### src/rtl/qpsk_rx_frame_ctrl.sv
// ----------------------------------------------------------------------------
// qpsk_rx_frame_ctrl
//
// Receive-side frame sequencer that sits behind the QPSK hard-decision slicer.
// It takes one dibit per sym_valid and works through these steps:
//   1. Hunt for the sync word.
//   2. Read the length byte.
//   3. Pack the payload dibits MSB-first into bytes.
// The bytes go into a small FIFO. They leave over a valid/ready stream, and
// m_last marks the final payload byte of each frame.
//
// Optional feature: define QPSK_RX_CRC_EN to add a trailing CRC-8 byte
// (poly 0x07, init 0x00, no reflection). The CRC covers the length byte and
// the payload bytes. The CRC byte is checked and is never forwarded.
//
// Ports:
//   clk, rst_n       clock, asynchronous active-low reset
//   enable           receiver enable; low forces HUNT and clears frame state
//   sym_valid        slicer symbol strobe
//   sym_data[1:0]    slicer dibit
//   m_data[7:0]      payload byte        (stream out)
//   m_valid          byte available      (stream out)
//   m_ready          downstream accept   (stream in)
//   m_last           m_data is the final payload byte of a frame
//   frame_start      1-cycle pulse: sync word matched
//   frame_done       1-cycle pulse: frame completed
//   frame_err        1-cycle pulse: zero length, timeout, overflow or CRC fail
//   busy             state is not HUNT
//   ovf_sticky       sticky FIFO overflow flag
//   clr_ovf          clears ovf_sticky (a new overflow in the same cycle wins)
// ----------------------------------------------------------------------------
module qpsk_rx_frame_ctrl #(
  parameter int unsigned            SYNC_LEN   = 8,
  parameter logic [2*SYNC_LEN-1:0]  SYNC_WORD  = 16'h1ACF,
  parameter int unsigned            FIFO_DEPTH = 8,
  parameter int unsigned            TIMEOUT    = 1024
) (
  input  logic       clk,
  input  logic       rst_n,
  input  logic       enable,
  input  logic       sym_valid,
  input  logic [1:0] sym_data,
  output logic [7:0] m_data,
  output logic       m_valid,
  input  logic       m_ready,
  output logic       m_last,
  output logic       frame_start,
  output logic       frame_done,
  output logic       frame_err,
  output logic       busy,
  output logic       ovf_sticky,
  input  logic       clr_ovf
);

  localparam int unsigned SW = 2 * SYNC_LEN;
  localparam int unsigned AW = (FIFO_DEPTH > 1) ? $clog2(FIFO_DEPTH) : 1;
  localparam int unsigned CW = $clog2(FIFO_DEPTH + 1);
  localparam int unsigned TW = $clog2(TIMEOUT + 1);

  typedef enum logic [1:0] {ST_HUNT, ST_LEN, ST_PAYLOAD, ST_CRC} state_t;

  state_t         state_q, state_d;
  logic [SW-1:0]  sync_q, sync_d;
  logic [7:0]     byte_q, byte_d;     // shared dibit packer for len/payload/crc
  logic [1:0]     dib_q, dib_d;       // dibit index within the current byte
  logic [7:0]     len_q, len_d;
  logic [7:0]     cnt_q, cnt_d;       // payload bytes completed in this frame
  logic [TW-1:0]  tmo_q, tmo_d;
  logic           drop_q, drop_d;     // a byte of this frame was dropped
  logic           start_q, start_d;
  logic           done_q, done_d;
  logic           err_q, err_d;
  logic           busy_q;
  logic           ovf_q, ovf_d;
`ifdef QPSK_RX_CRC_EN
  logic [7:0]     crc_q, crc_d;
`endif

  logic [AW-1:0]  wr_ptr_q, wr_ptr_d, rd_ptr_q, rd_ptr_d;
  logic [CW-1:0]  count_q, count_d;
  logic [8:0]     fifo_mem_q [FIFO_DEPTH];

  logic [SW-1:0]  sync_shift;
  logic [7:0]     byte_shift;
  logic           in_frame, fifo_full, pop, push, push_last, wr_en, drop, to_hunt;

`ifdef QPSK_RX_CRC_EN
  function automatic logic [7:0] crc8_upd(input logic [7:0] crc, input logic [7:0] data);
    logic [7:0] c;
    c = crc ^ data;
    for (int i = 0; i < 8; i++) begin
      c = c[7] ? ((c << 1) ^ 8'h07) : (c << 1);
    end
    return c;
  endfunction
`endif

  assign sync_shift = {sync_q[SW-3:0], sym_data};
  assign byte_shift = {byte_q[5:0], sym_data};
  assign in_frame   = (state_q != ST_HUNT);
  assign fifo_full  = (count_q == CW'(FIFO_DEPTH));
  assign pop        = (count_q != '0) && m_ready;
  // A push into a full FIFO fits only if the head leaves in the same cycle.
  assign wr_en      = push && (!fifo_full || pop);
  assign drop       = push && fifo_full && !pop;

  // Frame sequencing
  always_comb begin
    state_d   = state_q;
    sync_d    = sync_q;
    byte_d    = byte_q;
    dib_d     = dib_q;
    len_d     = len_q;
    cnt_d     = cnt_q;
    tmo_d     = tmo_q;
    start_d   = 1'b0;
    done_d    = 1'b0;
    err_d     = 1'b0;
    push      = 1'b0;
    push_last = 1'b0;
    to_hunt   = 1'b0;
`ifdef QPSK_RX_CRC_EN
    crc_d     = crc_q;
`endif

    if (!enable) begin
      to_hunt = 1'b1;
    end else if (in_frame && !sym_valid && tmo_q == TW'(TIMEOUT - 1)) begin
      // The idle count reaches TIMEOUT on this edge. Abort and drop any partial byte.
      to_hunt = 1'b1;
      err_d   = 1'b1;
    end else begin
      if (in_frame) tmo_d = sym_valid ? '0 : tmo_q + TW'(1);
      if (sym_valid) begin
        case (state_q)
          ST_HUNT: begin
            sync_d = sync_shift;
            if (sync_shift == SYNC_WORD) begin
              state_d = ST_LEN;
              start_d = 1'b1;
            end
          end
          ST_LEN: begin
            byte_d = byte_shift;
            dib_d  = dib_q + 2'd1;
            if (dib_q == 2'd3) begin
              len_d = byte_shift;
              cnt_d = '0;
              if (byte_shift == 8'd0) begin
                to_hunt = 1'b1;
                err_d   = 1'b1;
              end else begin
                state_d = ST_PAYLOAD;
`ifdef QPSK_RX_CRC_EN
                crc_d   = crc8_upd(8'h00, byte_shift);
`endif
              end
            end
          end
          ST_PAYLOAD: begin
            byte_d = byte_shift;
            dib_d  = dib_q + 2'd1;
            if (dib_q == 2'd3) begin
              push      = 1'b1;
              push_last = (cnt_q + 8'd1 == len_q);
              cnt_d     = cnt_q + 8'd1;
`ifdef QPSK_RX_CRC_EN
              crc_d     = crc8_upd(crc_q, byte_shift);
              if (push_last) state_d = ST_CRC;
`else
              if (push_last) begin
                to_hunt = 1'b1;
                done_d  = 1'b1;
                // This byte is a push, so it is dropped exactly when full with no pop.
                err_d   = drop_q | (fifo_full && !pop);
              end
`endif
            end
          end
`ifdef QPSK_RX_CRC_EN
          ST_CRC: begin
            byte_d = byte_shift;
            dib_d  = dib_q + 2'd1;
            if (dib_q == 2'd3) begin
              to_hunt = 1'b1;
              done_d  = 1'b1;
              err_d   = drop_q | (byte_shift != crc_q);
            end
          end
`endif
          default: to_hunt = 1'b1;
        endcase
      end
    end

    drop_d = drop_q | drop;

    // Every return to HUNT starts the next hunt from a clean slate.
    if (to_hunt) begin
      state_d = ST_HUNT;
      sync_d  = '0;
      byte_d  = '0;
      dib_d   = '0;
      cnt_d   = '0;
      tmo_d   = '0;
      drop_d  = 1'b0;
    end

    // A new overflow beats a simultaneous clear.
    ovf_d = drop ? 1'b1 : (clr_ovf ? 1'b0 : ovf_q);
  end

  // FIFO pointers and occupancy
  always_comb begin
    wr_ptr_d = wr_ptr_q;
    rd_ptr_d = rd_ptr_q;
    count_d  = count_q;
    if (wr_en) wr_ptr_d = wr_ptr_q + AW'(1);
    if (pop)   rd_ptr_d = rd_ptr_q + AW'(1);
    case ({wr_en, pop})
      2'b10:   count_d = count_q + CW'(1);
      2'b01:   count_d = count_q - CW'(1);
      default: count_d = count_q;
    endcase
  end

  always_ff @(posedge clk) begin
    if (wr_en) fifo_mem_q[wr_ptr_q] <= {push_last, byte_shift};
  end

  always_ff @(posedge clk or negedge rst_n) begin
    if (!rst_n) begin
      state_q  <= ST_HUNT;
      sync_q   <= '0;
      byte_q   <= '0;
      dib_q    <= '0;
      len_q    <= '0;
      cnt_q    <= '0;
      tmo_q    <= '0;
      drop_q   <= 1'b0;
      start_q  <= 1'b0;
      done_q   <= 1'b0;
      err_q    <= 1'b0;
      busy_q   <= 1'b0;
      ovf_q    <= 1'b0;
      wr_ptr_q <= '0;
      rd_ptr_q <= '0;
      count_q  <= '0;
`ifdef QPSK_RX_CRC_EN
      crc_q    <= '0;
`endif
    end else begin
      state_q  <= state_d;
      sync_q   <= sync_d;
      byte_q   <= byte_d;
      dib_q    <= dib_d;
      len_q    <= len_d;
      cnt_q    <= cnt_d;
      tmo_q    <= tmo_d;
      drop_q   <= drop_d;
      start_q  <= start_d;
      done_q   <= done_d;
      err_q    <= err_d;
      busy_q   <= (state_d != ST_HUNT);
      ovf_q    <= ovf_d;
      wr_ptr_q <= wr_ptr_d;
      rd_ptr_q <= rd_ptr_d;
      count_q  <= count_d;
`ifdef QPSK_RX_CRC_EN
      crc_q    <= crc_d;
`endif
    end
  end

  // The head entry is masked while the FIFO is empty. This keeps the stream outputs at 0 after reset.
  assign m_valid     = (count_q != '0);
  assign m_data      = m_valid ? fifo_mem_q[rd_ptr_q][7:0] : 8'h00;
  assign m_last      = m_valid ? fifo_mem_q[rd_ptr_q][8]   : 1'b0;
  assign frame_start = start_q;
  assign frame_done  = done_q;
  assign frame_err   = err_q;
  assign busy        = busy_q;
  assign ovf_sticky  = ovf_q;

endmodule

### config.mk
export PLATFORM = sky130hd
export DESIGN_NAME = qpsk_rx_frame_ctrl
export DESIGN_NICKNAME = d
export VERILOG_FILES = /design/src/rtl/qpsk_rx_frame_ctrl.sv
export SDC_FILE = /design/constraint.sdc
export NUM_CORES = 1
export LEC_CHECK = 0
export CAP_MARGIN = 30
export CORE_MARGIN = 2
export CORE_UTILIZATION = 55
export DETAILED_ROUTE_END_ITERATION = 6
export MAX_ROUTING_LAYER = met4
export PLACE_DENSITY = 0.73
export REMOVE_ABC_BUFFERS = 1
export SYNTH_ARGS = -nofsm -noshare
export SYNTH_HDL_FRONTEND = slang
export SYNTH_SLANG_ARGS = --single-unit
### constraint.sdc
create_clock -name clk -period 3.9 [get_ports clk]
set_clock_uncertainty 0.15 [all_clocks]
set_input_delay 0.39 -clock clk [delete_from_list [all_inputs] [get_ports clk]]
set_output_delay 0.39 -clock clk [all_outputs]
set_load 0.02 [all_outputs]
==> impl_results.md, run 1 <==
* Outcome: completed
* Synth top area cells: edfxtp_1 (35%), dfrtp_1 (27%), mux4_2 (6.5%)
* PostCTS Resize Cnt at 0
* Layout Nets at 526
* CTS buffer count at 17
* CTS Sinks at 139
* R2r worst-path depth at 7
* Flop-to-flop setup slack at 0.81 ns
* Synth cell types at 59
* TNS Setup at 0 ns
* Grt total ovfl at 0
* Sw frac at 25.09%
* Core Footprint at 0.01094 mm²
* Crit-path max FO at 19
* Cell family contributing the most delay on the critical path: compound AO/OA/AOI/OAI gates
* Clock share of power at 43.3%
* Slew Viols, Final at 0
* RePlAce Congestion at 0.8694
* MaxCap Viol Count at 0
* Max Clock Freq at 323.2 MHz
* Final period util at 79.34%
* Die Area at 0.01222 mm²
* Worst Max-Slew Pin Slew at 1.060 ns
* Largest net degree at the start of global routing at 42
* CTS H-Tree Depth at 4
* Final count of hold timing violations at 0
* Drt total wl at 12.36 mm
* Via count at 3,964
* Reg2reg end: sync_q[9]
* Sequential Power Share at 43.3%
* Total track usage at 22.51%
* I/O pin cnt at 23
* Dpl ws at 0.7588 ns
* Post-synthesis register bit count at 139
* Worst Min Path Start: drop_q
* Wire length per cell at 18.76 µm
* Hold path endpoint: drop_q
* Leak Pwr at 0.002971 µW
* Warnings, synthesis at 0
* Share of layout cells above drive strength 1 at 15.22%
* Most frequent cell after synthesis: edfxtp_1
* DP Wirelength at 8.055 mm
* Post-synth EDFFs at 72
* Hold-fix buffers at CTS at 1
* Std-Cell Rows at 38
* Critical Path AT at 3.29 ns
* Vias per Instance at 6.015
* PwrDens at 536.0 mW/mm²
* Worst path required time at 4.10 ns
* Top cells by count, synth: edfxtp_1 (72), dfrtp_1 (67), nor2_1 (36)
* CP Buf/Inv Count at 1
* IO Port Bufs at 22
* Most used DFF post-synth: edfxtp_1
* Internal power at 2925 µW
* Worst Setup End Kind: flip-flop
* Worst r2r src: cnt_q[0]
* First-pass GRT wire length at 20.78 mm
* Startpoint Class: flip-flop
* Relative slew slack at 28.80%
* Final setup fails at 0
* Clock root buffer: clkbuf_16
* Clk Latency, worst-skew pair at 0.42 ns
* Area grow syn2layout at 16.65%
* Syn_area_per_cell at 13.26 µm²
* DRT antenna net count at 0
* Die height at 110.5 µm
* Pwr Total at 3904 µW
* CP max stage cell: a21boi_1
* CTS tree: yes
* Comb pwr share at 13.5%
* Reg clk slew, reported paths at 0.06 ns
* Router iterations before antenna repair at 4
* Setup Fix Bufs, Post-CTS at 0
* Critical Path Max Stage Delay at 0.76 ns
* RSZ-0062 raised after global routing: no
* CP cell instances: ha_1, inv_1, o32a_1, o211ai_2, o2111a_2, a21boi_1, a32o_1
* Leading area contributor after synthesis: edfxtp_1
* Post-Syn Instances at 471
* Worst hold-check path type: flip-flop to flip-flop
* DRC viols at 0
* Post-synth ARST share at 48.20%
* P_sw at 979.3 µW
* Hold Path Depth at 2
* # diodes at 0
* Post-Syn Area at 0.006243 mm²
* Clock Path Buffers at 2
* 1st-iter DRT viols at 286
* Max VDD drop at 0.4552 mV
* Vias in the first global route at 3,952
* Initial antenna violation count at 0
* Synth top area share at 34.63%
* Register area share after synthesis at 61.48%
* Min Tclk post-route at 3.094 ns
* Setup CP Type: flip-flop to flip-flop
* Initial core utilization at 57.09%
* Setup WS post-layout at 0.8059 ns
* Die X at 110.5 µm
sequential cells by signal (all words and copies together), names as in the netlist, 3 cells and up:
signal and count:
len_q 8, count_q 4, wr_ptr_q 3, fifo_mem_q 72, cnt_q 8, rd_ptr_q 3
sync_q 14, byte_q 6, tmo_q 11
cell families after synthesis:
group	count (synthesis)	synth area share (%)
and+or+nand+nor	147	11.78
DFF	139	61.48
AOI/OAI and AO/OA	82	9.339
muxes	38	9.880
buffers and inverters	35	2.345
xor gates and xnor gates	18	2.645
adders and majority gates	12	2.525
power groups by stage:
stage / Clock (µW) / Combinational (µW) / Sequential (µW)
after floorplan: 0 / 328 / 1720
after global placement: 0 / 521 / 1720
after detailed placement: 0 / 530 / 1720
after CTS: 1710 / 535 / 1690
after global routing: 1790 / 577 / 1700
final: 1690 / 525 / 1690
worst reg2reg max path: stages (launching register included):
cell,delay [ns]
dfrtp_1,0.46
ha_1,0.28
inv_1,0.11
o32a_1,0.36
o211ai_2,0.23
o2111a_2,0.45
a21boi_1,0.77
a32o_1,0.22
how the worst max path moves through the flow:
stage	endpoint	cells past startpoint	start	slack, ns
after floorplan	cnt_q[0]	8	cnt_q[0]	0.79
after global placement	fifo_mem_q[6][4]	6	sym_valid	0.82
after detailed placement	fifo_mem_q[7][4]	6	sym_valid	0.76
after CTS	m_data[3]	4	rd_ptr_q[1]	0.76
after global routing	sync_q[8]	8	cnt_q[0]	0.56
final	sync_q[9]	7	cnt_q[0]	0.81
placed cells by master, fill, tap and decap left out, types with 3 or more instances in the layout:
cell type | synthesis | routed
inv_1 | 14 | 14
or4_1 | 5 | 5
clkbuf_16 | 0 | 17
nand2_1 | 35 | 35
mux2_2 | 9 | 9
edfxtp_1 | 72 | 72
a21oi_1 | 26 | 26
mux4_2 | 18 | 18
bufinv_16 | 0 | 4
buf_4 | 1 | 14
a21o_1 | 6 | 6
and3_1 | 3 | 3
o21ai_0 | 9 | 8
inv_6 | 0 | 3
nand2b_1 | 3 | 3
nand4_1 | 11 | 11
nand3_1 | 19 | 19
or3_1 | 4 | 4
mux2i_1 | 11 | 11
o31ai_1 | 6 | 6
xnor2_1 | 12 | 12
nor2_1 | 36 | 36
a31oi_1 | 5 | 5
nor4_1 | 4 | 3
dfrtp_1 | 67 | 67
nor3_1 | 14 | 14
ha_1 | 11 | 11
clkdlybuf4s50_1 | 0 | 21
a32o_1 | 12 | 12
xor2_1 | 5 | 5
routing by layer:
| metal | wire length, µm | global-route usage (%) |
|---|---|---|
| met1 | 5387 | 28.44 |
| met2 | 6381 | 36.44 |
| met3 | 458 | 5.488 |
| met4 | 133 | 6.833 |
| met5 | 0 | - |
stage by stage:
step / instances / hold WS, ns / util [%] / instance area (µm²)
final: 659 / 0.3545 / 66.60 / 7283
after global routing: 659 / 0.3896 / 66.60 / 7283
after CTS: 659 / 0.3580 / 66.60 / 7283
after detailed placement: 626 / 0.3462 / 60.82 / 6651
after global placement: 626 / 0.3322 / 60.82 / 6651
after floorplan: 450 / -0.05559 / - / 6150
cell type report:
class / instances / area (µm²)
repair buffers: 37 / 330.3
inverters: 14 / 52.55
flip-flops and latches: 139 / 3839
clock inverters: 14 / 192.7
well taps: 140 / 175.2
multi-input cells: 297 / 2265
clock buffers: 18 / 429.2
fillers: 801 / 3652
(Power assumes the default switching activity.)
==> run 2, diff against run 1 <==
- clock period: 3.9 -> 3 ns (I/O delays scaled with it)
==> run 2 against run 1 <==
Worst setup slack lost 0.59 ns. Fmax grew 11%. Count of clock-buffer cells in the layout is the same. First-iteration DRC count shrank 5.2%. Critical path depth grew 4. Utilization grew 1.5 points. Die area is the same. Final cell count grew 3.0%.
==> impl_results.md, run 2 (synthesized netlist as in run 1, its figures left out) <==
* Via count at 4,141
* Reg clk slew, reported paths at 0.06 ns
* Biggest regs: fifo_mem_q: 72 flops, sync_q: 14 flops, tmo_q: 11 flops
* Min Tclk post-route at 2.781 ns
* Share of layout cells above drive strength 1 at 18.55%
* CTS Sinks at 139
* Vias in the first global route at 4,099
* Critical Path AT at 2.98 ns
* Clk Latency, worst-skew pair at 0.42 ns
* IO Port Bufs at 22
* Drt total wl at 12.76 mm
* Initial core utilization at 57.09%
* Largest net degree at the start of global routing at 28
* Relative slew slack at 54.88%
* DP Wirelength at 8.456 mm
* Area grow syn2layout at 19.28%
* Critical Path Max Stage Delay at 0.46 ns
* Core Footprint at 0.01094 mm²
* Reg2reg end: tmo_q[7]
* Slew Viols, Final at 0
* Max Clock Freq at 359.6 MHz
* I/O pin cnt at 23
* Worst r2r src: state_q[0]
* RSZ-0062 raised after global routing: no
* Vias per Instance at 6.099
* Die X at 110.5 µm
* Cell area after placement at 0.006789 mm²
* Biggest register: fifo_mem_q
* CTS buffer count at 17
* CP max stage cell: or4_1
* Post-route design area at 0.007447 mm²
* Worst hold-check path type: input port to asynchronous set/reset pin
* Die height at 110.5 µm
* Layout Nets at 546
* Leak Pwr at 0.003076 µW
* R2r worst-path depth at 11
* DRC viols at 0
* Final period util at 92.70%
* Final setup fails at 0
* Grt total ovfl at 0
* First-pass GRT wire length at 21.27 mm
* Hold slack final at 0.2734 ns
* Worst Max-Slew Pin Slew at 0.6738 ns
* # diodes at 0
* CTS H-Tree Depth at 4
* Most frequent cells in the layout: edfxtp_1 (72), dfrtp_1 (67), nor2_1 (36)
* Crit-path max FO at 11
* Router iterations before antenna repair at 5
* Final count of hold timing violations at 0
* Outcome: completed
* Flop-to-flop setup slack at 0.22 ns
* 1st-iter DRT viols at 271
* Clock root buffer: clkbuf_16
* DRT antenna net count at 0
* CP cell instances: inv_1, ha_1, buf_4, nor3_1, nand4_1, nand2_1, nor3_1, buf_2, nand4b_1, or4_1, a21oi_1
* Startpoint Class: flip-flop
* PwrDens at 686.3 mW/mm²
* Worst Setup End Kind: flip-flop
* Wire length per cell at 18.79 µm
* Max reg flops at 72
* MaxCap Viol Count at 0
* Max VDD drop at 0.6687 mV
* CTS tree: yes
* CP dominant cell by count: nor3_1
* Initial antenna violation count at 0
* Commonest non-fill, non-tap cell in the layout: edfxtp_1
* Std-Cell Rows at 38
* Clock Path Buffers at 2
* Worst path required time at 3.19 ns
* RePlAce Congestion at 0.8312
* Total track usage at 22.71%
* Setup CP Type: flip-flop to flip-flop
* Die Area at 0.01222 mm²
-- run 2: stage by stage --
step                setup WS, ns  utilization (%)  setup TNS, ns  std cells  total power (µW)
CTS                       0.2110            67.89              0        676              5151
floorplan                -0.1147                -         -1.805        450              2668
global placement          0.1642            62.04              0        642              2931
finish                    0.2189            68.10              0        679              5111
detailed placement    -0.0006730            62.08     -0.0006730        643              2962
global route             0.01977            68.10              0        679              5314
-- run 2: area by class of cell --
class	instances	area, µm²
Multi-Input combinational cell	297	2268
Tap cell	140	175.2
Clock inverter	14	192.7
Clock buffer	18	429.2
Sequential cell	139	3839
Fill cell	781	3488
Timing Repair Buffer	57	490.5
Inverter	14	52.55
-- run 2: worst max-delay path by stage --
stage                     depth (start not counted)        from        end
after CTS                                        11  state_q[1]   tmo_q[7]
final                                            11  state_q[0]   tmo_q[7]
after detailed placement                          7    cnt_q[0]  sync_q[4]
after global routing                             11  state_q[0]   tmo_q[7]
after floorplan                                   8    cnt_q[0]   cnt_q[0]
after global placement                            7    cnt_q[0]  sync_q[8]
-- run 2: power breakdown --
part,total [µW],switching (µW),internal (µW),leakage [µW]
sequential,2140,89.5,2050,0.00170
combinational,781,393,388,0.00107
clock,2190,795,1390,0.000299
total,5110,1280,3830,0.00308
-- run 2: timing repair --
| item | CTS | global route |
|---|---|---|
| hold endpoints to repair | 25 | 0 |
| resized for setup | 1 | 0 |
| hold buffers | 1 | 0 |
| setup endpoints to repair | 10 | 2 |
| setup buffers | 0 | 3 |
-- run 2: critical path, delay by kind of cell (launching register included) --
family | cells | cell delay [ns]
simple gates | 6 | 1.32
fa+ha+maj | 1 | 0.24
buf+inv | 3 | 0.45
compound gates | 1 | 0.15
flops | 1 | 0.39
-- run 2: layer usage --
layer | share of wire (%) | global-route usage [%]
met1 | 43 | 29.15
met2 | 50 | 34.85
met4 | 2.5 | 9.250
met3 | 4.1 | 5.928
met5 | 0 | -
